File: config.mk
export PLATFORM = sky130hd
export DESIGN_NAME = scan_seq_gen
export DESIGN_NICKNAME = d
export VERILOG_FILES = /design/src/rtl/scan_seq_pkg.sv /design/src/rtl/scan_seq_timer.sv /design/src/rtl/scan_seq_gen.sv
export SDC_FILE = /design/constraint.sdc
export NUM_CORES = 1
export LEC_CHECK = 0
export ABC_AREA = 1
export CORE_MARGIN = 4
export CORE_UTILIZATION = 35
export CTS_BUF_LIST = sky130_fd_sc_hd__clkbuf_2
export DETAILED_ROUTE_END_ITERATION = 8
export PLACE_DENSITY = 0.6
export SLEW_MARGIN = 20
export SYNTH_ARGS = -nofsm -noshare
export SYNTH_HDL_FRONTEND = slang
export SYNTH_SLANG_ARGS = --single-unit
File: constraint.sdc
create_clock -name clk -period 5.5 [get_ports clk]
set_input_delay 0.825 -clock clk [delete_from_list [all_inputs] [get_ports clk]]
set_output_delay 0.825 -clock clk [all_outputs]
set_load 0.05 [all_outputs]
File: src/rtl/scan_seq_pkg.sv
// scan_seq_pkg: shared state encoding and default widths for the scan sequencer.
package scan_seq_pkg;

   localparam int unsigned LINE_W  = 8;
   localparam int unsigned FOCUS_W = 2;
   localparam int unsigned CNT_W   = 16;

   typedef enum logic [2:0] {
      StIdle,
      StPrep,
      StRx,
      StGap,
      StEnd
   } state_e;

endpackage

File: src/rtl/scan_seq_timer.sv
// scan_seq_timer: loadable down-counter that stops at zero; done flags the last cycle of a phase.
module scan_seq_timer #(
   parameter int unsigned CNT_W = 16
) (
   input  logic             clk,
   input  logic             reset_n,
   input  logic             load,
   input  logic [CNT_W-1:0] load_val,
   output logic [CNT_W-1:0] count,
   output logic             done
);

   logic [CNT_W-1:0] count_q;

   always_ff @(posedge clk or negedge reset_n) begin
      if (!reset_n) begin
         count_q <= '0;
      end else if (load) begin
         count_q <= load_val;
      end else if (count_q != '0) begin
         count_q <= count_q - CNT_W'(1);
      end
   end

   assign count = count_q;
   assign done  = (count_q == '0);

endmodule

File: src/rtl/scan_seq_gen.sv
// scan_seq_gen: runtime-configured scan sequencer producing per-firing gates and line/focus indices.
// Define SCAN_SEQ_LOOP_EN for continuous frames: END re-enters PREP until stop is seen.
module scan_seq_gen #(
   parameter int unsigned LINE_W  = scan_seq_pkg::LINE_W,
   parameter int unsigned FOCUS_W = scan_seq_pkg::FOCUS_W,
   parameter int unsigned CNT_W   = scan_seq_pkg::CNT_W
) (
   input  logic               clk,
   input  logic               reset_n,
   input  logic               start,
   input  logic               stop,
   input  logic [LINE_W-1:0]  cfg_num_lines,
   input  logic [FOCUS_W-1:0] cfg_num_focus,
   input  logic [CNT_W-1:0]   cfg_pr_len,
   input  logic [CNT_W-1:0]   cfg_rx_len,
   input  logic [CNT_W-1:0]   cfg_sample_dly,
   input  logic [CNT_W-1:0]   cfg_gap_len,
   output logic [LINE_W-1:0]  Line_Num,
   output logic [FOCUS_W-1:0] Focus_Num,
   output logic               Pr_Gate,
   output logic               RX_Gate,
   output logic               Sample_Gate,
   output logic               Envelop,
   output logic               End_Gate,
   output logic               busy
);
   import scan_seq_pkg::*;

   localparam logic [CNT_W:0] IdxOne = {{CNT_W{1'b0}}, 1'b1};

   state_e             state_q, state_d;
   logic [LINE_W-1:0]  last_line_q, line_d;
   logic [FOCUS_W-1:0] last_focus_q, focus_d;
   logic [CNT_W-1:0]   pr_m1_q, rx_m1_q, gap_m1_q, dly_q;
   logic               gap_zero_q, stop_seen_q;
   logic [CNT_W-1:0]   pr_m1_in, tmr_val, tmr_cnt;
   logic               tmr_load, tmr_done;
   logic               relatch, decide, stop_any, last_firing, sample_d;
   logic [CNT_W:0]     rx_idx_next;

   assign pr_m1_in    = (cfg_pr_len == '0) ? '0 : cfg_pr_len - CNT_W'(1);
   assign stop_any    = stop_seen_q | stop;
   assign last_firing = (Focus_Num == last_focus_q) && (Line_Num == last_line_q);

   always_comb begin
      state_d = state_q;
      line_d  = Line_Num;
      focus_d = Focus_Num;
      decide  = 1'b0;
      unique case (state_q)
         StIdle: begin
            if (start && !stop) begin
               state_d = StPrep;
               line_d  = '0;
               focus_d = '0;
            end
         end
         StPrep: if (tmr_done) state_d = StRx;
         StRx: begin
            if (tmr_done) begin
               if (gap_zero_q) decide = 1'b1;
               else            state_d = StGap;
            end
         end
         StGap: if (tmr_done) decide = 1'b1;
         StEnd: begin
`ifdef SCAN_SEQ_LOOP_EN
            if (stop_any) begin
               state_d = StIdle;
            end else begin
               state_d = StPrep;
               line_d  = '0;
               focus_d = '0;
            end
`else
            state_d = StIdle;
`endif
         end
         default: state_d = StIdle;
      endcase

      // Focus is the inner index; the line advances when focus wraps.
      if (decide) begin
         if (stop_any || last_firing) begin
            state_d = StEnd;
         end else begin
            state_d = StPrep;
            if (Focus_Num == last_focus_q) begin
               focus_d = '0;
               line_d  = Line_Num + LINE_W'(1);
            end else begin
               focus_d = Focus_Num + FOCUS_W'(1);
            end
         end
      end
   end

   assign relatch  = (state_d == StPrep) && ((state_q == StIdle) || (state_q == StEnd));
   assign tmr_load = (state_d != state_q) && (state_d inside {StPrep, StRx, StGap});

   always_comb begin
      tmr_val = '0;
      case (state_d)
         StPrep:  tmr_val = relatch ? pr_m1_in : pr_m1_q;
         StRx:    tmr_val = rx_m1_q;
         StGap:   tmr_val = gap_m1_q;
         default: tmr_val = '0;
      endcase
   end

   // RX index of the upcoming cycle, derived from the remaining count.
   always_comb begin
      rx_idx_next = {1'b0, rx_m1_q} - {1'b0, tmr_cnt} + IdxOne;
      sample_d    = 1'b0;
      if (state_d == StRx) begin
         if (state_q != StRx) sample_d = (dly_q == '0);
         else                 sample_d = (rx_idx_next >= {1'b0, dly_q});
      end
   end

   scan_seq_timer #(
      .CNT_W (CNT_W)
   ) u_timer (
      .clk      (clk),
      .reset_n  (reset_n),
      .load     (tmr_load),
      .load_val (tmr_val),
      .count    (tmr_cnt),
      .done     (tmr_done)
   );

   always_ff @(posedge clk or negedge reset_n) begin
      if (!reset_n) begin
         state_q      <= StIdle;
         Line_Num     <= '0;
         Focus_Num    <= '0;
         Pr_Gate      <= 1'b0;
         RX_Gate      <= 1'b0;
         Sample_Gate  <= 1'b0;
         Envelop      <= 1'b0;
         End_Gate     <= 1'b0;
         busy         <= 1'b0;
         stop_seen_q  <= 1'b0;
         last_line_q  <= '0;
         last_focus_q <= '0;
         pr_m1_q      <= '0;
         rx_m1_q      <= '0;
         gap_m1_q     <= '0;
         dly_q        <= '0;
         gap_zero_q   <= 1'b0;
      end else begin
         state_q     <= state_d;
         Line_Num    <= line_d;
         Focus_Num   <= focus_d;
         Pr_Gate     <= (state_d == StPrep);
         RX_Gate     <= (state_d == StRx);
         Sample_Gate <= sample_d;
         Envelop     <= (state_d inside {StPrep, StRx, StGap});
         End_Gate    <= (state_d == StEnd);
         busy        <= (state_d != StIdle);

         if (state_q == StEnd)                    stop_seen_q <= 1'b0;
         else if (stop && (state_q != StIdle))    stop_seen_q <= 1'b1;

         if (relatch) begin
            last_line_q  <= cfg_num_lines - LINE_W'(1);
            last_focus_q <= (cfg_num_focus == '0) ? '0 : cfg_num_focus - FOCUS_W'(1);
            pr_m1_q      <= pr_m1_in;
            rx_m1_q      <= (cfg_rx_len == '0) ? '0 : cfg_rx_len - CNT_W'(1);
            gap_m1_q     <= (cfg_gap_len == '0) ? '0 : cfg_gap_len - CNT_W'(1);
            gap_zero_q   <= (cfg_gap_len == '0);
            dly_q        <= cfg_sample_dly;
         end
      end
   end

endmodule

; After elaboration in Yosys (flattened, before gate mapping)
; Index checks and enable logic that the tools add are counted.
[op_classes]
addsub = 10
n_lt_le_gt_ge = 1
n_eq_ne = 12
n_mux = 33
bitwise = 1
reduce_logical = 21
[ops]
columns = cell, count
row1 = 16-bit 2-to-1 mux, 6
row2 = 16-bit zero test, 5
row3 = "16-bit by 1-bit subtractor with 16-bit output, second input constant", 4
row4 = 16-bit case mux with 3 select lines, 1
row5 = 8-bit 2-to-1 mux, 5
row6 = 3-bit 2-to-1 mux, 6
row7 = "17-bit by 1-bit adder with 17-bit output, second input constant", 1
row8 = 17-bit by 16-bit >= comparator with 1-bit output, 1
row9 = 16-bit by 16-bit subtractor with 17-bit output, 1
row10 = 16-bit nonzero test, 1
row11 = "3-bit by 2-bit equality test with 1-bit output, second input constant", 4
row12 = 2-bit 2-to-1 mux, 6
row13 = 3-bit case mux with 4 select lines, 1
row14 = 3-bit nonzero test, 3
row15 = "8-bit by 1-bit adder with 8-bit output, second input constant", 1
row16 = 8-bit equality test, 1
row17 = "8-bit by 1-bit subtractor with 8-bit output, second input constant", 1
row18 = 1-bit 2-to-1 mux, 7
row19 = "3-bit by 1-bit equality test with 1-bit output, second input constant", 2
row20 = "3-bit equality test, second input constant", 2
row21 = 1-bit logical AND, 5
row22 = 2-bit nonzero test, 2
row23 = 3-bit zero test, 1
row24 = "3-bit by 2-bit != test with 1-bit output, second input constant", 1
row25 = other kinds (9), 10
[word_totals]
ff_bits = 111
inputBits = 78
out_inout_bits = 16
elab_cells = 96

; Longest topological paths before layout
[depth]
depth_word = 10
ltp_mapped = 24
ltp_nobuf = 24

; By module
; Synthesis repeated with hierarchy kept, for this count alone.
[unflattened]
cells_unflattened = 1070
area_unflattened_um2 = 7961.4
[modules_own_cells]
columns = mod, instances, cells_per_inst, area_per_inst_um2, seq_area_each_um2
row1 = scan_seq_gen, 1, 902, 6842.8, 2377.3
row2 = scan_seq_timer, 1, 168, 1118.6, 400.4

; Worst setup path before layout
; OpenSTA, ideal clock, no wires.
[synth_timing]
path_type = reg2reg
from = reg rx_m1_q[1]
to = reg Sample_Gate
arrival_time_ns = 3.053
slack_ns = 2.334
stages_incl_launch_ff = 22
path_buffers = 0
path_cell_list = dfrtp_1 inv_1 ha_1 inv_1 ha_1 inv_1 fa_1 o211ai_1 nand2_1 o211ai_1 a21boi_0 o21ai_0 xor2_1 ha_1 nand2_1 inv_1 nand3_1 nor3_1 a311oi_1 nand3_1 nand2_1 inv_1
[synth_via]
elab_chain_len = 5
[synth_rtl]
columns = element, line
row1 = from (decl), scan_seq_gen.sv:34  ; logic [CNT_W-1:0] pr_m1_q, rx_m1_q, gap_m1_q, dly_q;
row2 = from (signal assigned), scan_seq_gen.sv:169  ; rx_m1_q <= (cfg_rx_len == '0) ? '0 : cfg_rx_len - CNT_W'(1);
row3 = 16-bit by 16-bit subtractor with 17-bit output, scan_seq_gen.sv:113  ; rx_idx_next = {1'b0, rx_m1_q} - {1'b0, tmr_cnt} + IdxOne;
row4 = 17-bit by 1-bit adder with 17-bit output, scan_seq_gen.sv:113
row5 = 17-bit by 16-bit >= comparator with 1-bit output, scan_seq_gen.sv:117  ; else sample_d = (rx_idx_next >= {1'b0, dly_q});
row6 = 1-bit 2-to-1 mux, scan_seq_gen.sv:116  ; if (state_q != StRx) sample_d = (dly_q == '0);
row7 = 1-bit 2-to-1 mux, scan_seq_gen.sv:115  ; if (state_d == StRx) begin
row8 = net sample_d, scan_seq_gen.sv:38  ; logic relatch, decide, stop_any, last_firing, sample_d;
row9 = to (signal assigned), scan_seq_gen.sv:157  ; Sample_Gate <= sample_d;
row10 = to (decl), scan_seq_gen.sv:22  ; output logic Sample_Gate,
; The timed path passes the listed nets, and every way through them passes these cells.
; A chain may end at the register's enable or synchronous reset.

; Worst setup path in the final report
[layout_timing]
from = reg u_timer.count_q[1] (netlist: u_timer.count[1])
to = reg Sample_Gate
[layout_via]
elab_chain_len = 6
elab_cells_between_ends = 14
[layout_rtl]
columns = element, line
row1 = from (decl), scan_seq_timer.sv:13  ; logic [CNT_W-1:0] count_q;
row2 = from (signal assigned), scan_seq_timer.sv:19  ; count_q <= load_val;
row3 = from (signal assigned), scan_seq_timer.sv:21  ; count_q <= count_q - CNT_W'(1);
row4 = "parallel branches: the longest is 5 deep, another holds 16-bit by 16-bit subtractor with 17-bit output", -
row5 = 1-bit 2-to-1 mux (*), scan_seq_gen.sv:115
row6 = net sample_d, scan_seq_gen.sv:38
; Mark *: on every way through the listed nets, which the timed path passes.

==> run metrics <==
Syn Area/Cell 7.31 sq um; Crit path arrival time 4.12 ns; reg2reg start u_timer.count[1]; worst-skew pair later-pin latency 0.67 ns; min cycle time layout 3.54 ns; TritonCTS Buffers 9; hpwl dp around 16 mm; Post-synth EDFFs 0; Synth Flop Type dfrtp_1; gr usage total 0.160; # Max-Cap Violations 0; unrepaired setup endpoints after global routing false; cts repair resizes 0; f_max 283 MHz; sequential element share of the synthesized area 0.349; clock root cell clkbuf_2; final hold violation count 0; Initial Util 0.360; nature of the critical path startpoint flop; CP required 6.08 ns; first-pass GRT wire length ~34 mm; CTS tree yes; vias per cell ~5; CP Class flop to flop; Leak 4.44 nW; count of cell types in the netlist 46; final setup TNS 0 ns; post-synth top area share 0.349; Area contributors post-synth dfrtp_1 (35%), nand2_1 (12%), ha_1 (8.5%); hold_buf cts 0; last element of the critical path Sample_Gate; commonest cells in the netlist nand2_1 (260), inv_1 (136), nor2_1 (135), dfrtp_1 (111), nand3_1 (81); Setup Viol. Count Final 0; Reg area 2780 sq um; Setup Skew 0.0629 ns; maximum buffer depth of the clock tree 2; most frequent cell after synthesis nand2_1; final worst-path cycle share 0.644; I/O Pins 94; Synth Instances 1,087; status completed; Tightest Hold Check Type primary input to async pin; grt ovf 0; placer congestion estimate 0.904; FF-to-FF End Sample_Gate; setup slack, reg-to-reg 1.96 ns; # port buffers 93; placement row count between 50 and 60; area of the multi-input gates 4490 sq um; initial antenna violation count 1; Pwr Density 535 nW/um^2; share of cells above drive strength 1 0.0436; PnR worst setup slack 1.96 ns; area grow syn2layout 15.8%; Worst Reg-to-Reg Cells 20; Die Wd 159 um; # fillers 2,299; Num Clock Sinks 111; initial DRC count about 420; WL/cell 13.9 um; vias in the first global route 6,839; Post-CTS Setup Inserts 0; max-slew violation count 0; clock slew at reported path FFs between 0.3 and 0.4 ns; largest net degree at the start of global routing 74; drt pass-1 iters 7; crit path max fanout 4; fraction of registers with async set/reset 1.00; DIE HEIGHT about 160 um; Post-DRT Antenna Nets 0; Synth area leader dfrtp_1; drt total wl 20.2 mm; CP endpoint kind flop; post-place setup slack around 2.0 ns; DRC 0; Yosys Warn Count 0; syn_nets 1,220; H-tree depth reported by CTS 3; FF+latch count, synth 111; nets roughly 1,300; Worst-Margin Slew 0.941 ns; relative slew slack 0.373; via count about 7,100; core area about 22,000 sq um; Max VDD drop 0.234 mV; crit path from u_timer.count[1]; die area 25,200 sq um; mapped cell area 7950 sq um
-- sequential cells by signal (all words and copies together), names as in the netlist, 2 cells and up --
signal,flops
Line_Num,8
dly_q,16
pr_m1_q,16
Focus_Num,2
last_line_q,8
last_focus_q,2
gap_m1_q,16
u_timer.count,16
state_q,3
rx_m1_q,16
-- area by class of cell --
cell class | instances | share of cell area
Clock inverter | 6 | 0.00462
Sequential cell | 111 | 0.302
Tap cell | 280 | 0.0381
Inverter | 142 | 0.0579
Clock buffer | 10 | 0.00544
Antenna cell | 2 | 0.000544
Multi-Input combinational cell | 804 | 0.488
Timing Repair Buffer | 96 | 0.103
-- cells in the final DEF, fill, tap and decap left out, types with 5 or more instances in the layout --
master / instances
nand2_2: 5
inv_1: 135
clkbuf_2: 10
dfrtp_1: 111
nor3_1: 15
o21a_1: 9
clkdlybuf4s50_1: 92
nand4_1: 17
ha_1: 54
a21oi_1: 29
o21ai_0: 51
xor2_1: 40
xnor2_1: 33
nand2_1: 260
a22oi_1: 6
nor2_1: 135
inv_2: 7
o31ai_1: 17
nand3_1: 81
nor4_1: 10
-- per-layer routing --
layer / up-vias / track usage / wire length [um]
met5: - / 0 / 0
met1: 3249 / 0.220 / 9580
met4: 0 / 0.0462 / 395
met2: 153 / 0.262 / 9400
met3: 23 / 0.0280 / 798
li1: 3663 / - / -
-- metrics by stage --
| step | std cells | total power, mW | hold slack, ns | utilization | instance area, sq um |
|---|---|---|---|---|---|
| after floorplan | 1087 | 3.82 | 0.445 | - | 7950 |
| after global placement | 1433 | 4.55 | 0.473 | 0.412 | 9110 |
| after detailed placement | 1433 | 4.59 | 0.486 | 0.412 | 9110 |
| after CTS | 1449 | 4.97 | 0.245 | 0.416 | 9200 |
| after global routing | 1451 | 5.51 | 0.265 | 0.417 | 9200 |
| final | 1451 | 4.93 | 0.243 | 0.417 | 9200 |
-- worst max-delay path, stage by stage (launching register included) --
cell      delay, ns
dfrtp_1        0.49
ha_1           0.28
inv_1          0.07
ha_1           0.15
inv_1          0.05
fa_1           0.40
o211ai_1       0.34
nand2_1        0.09
o211ai_1       0.13
a21boi_0       0.18
o21ai_0        0.22
xor2_1         0.17
ha_1           0.24
nand2_1        0.06
inv_1          0.05
nand3_1        0.06
nor3_1         0.04
a311oi_1       0.23
nand3_1        0.12
nand2_1        0.07
inv_1          0.04
-- worst min path at each step --
stage / end / slack (ns) / cells past startpoint
3_3_place_gp: gap_m1_q[10] / 0.47 / 2
2_1_floorplan: pr_m1_q[1] / 0.45 / 2
6_report: dly_q[10] / 0.24 / 1
5_1_grt: last_focus_q[0] / 0.27 / 1
4_1_cts: last_line_q[4] / 0.24 / 1
3_5_place_dp: gap_m1_q[9] / 0.49 / 2
-- power breakdown --
group	leakage (nW)	total [mW]	internal, mW	switching [mW]
sequential	1.37	1.45	1.17	0.280
combinational	3.00	3.12	1.25	1.87
clock	0.0660	0.358	0.0659	0.292
total	4.44	4.93	2.48	2.44
-- logic make-up (layout without fill, tap and decap cells) --
family,after synthesis,after routing,share of synthesized area
flip-flops,111,111,0.349
AND/OR/NAND/NOR,547,547,0.301
AO/OA/AOI/OAI,129,129,0.0957
other,0,2,0
XOR/XNOR,73,73,0.0804
buffers and inverters,172,254,0.0859
adder cells (fa/ha/maj),55,55,0.0875
Note: power is estimated with default switching activity, not from simulation.
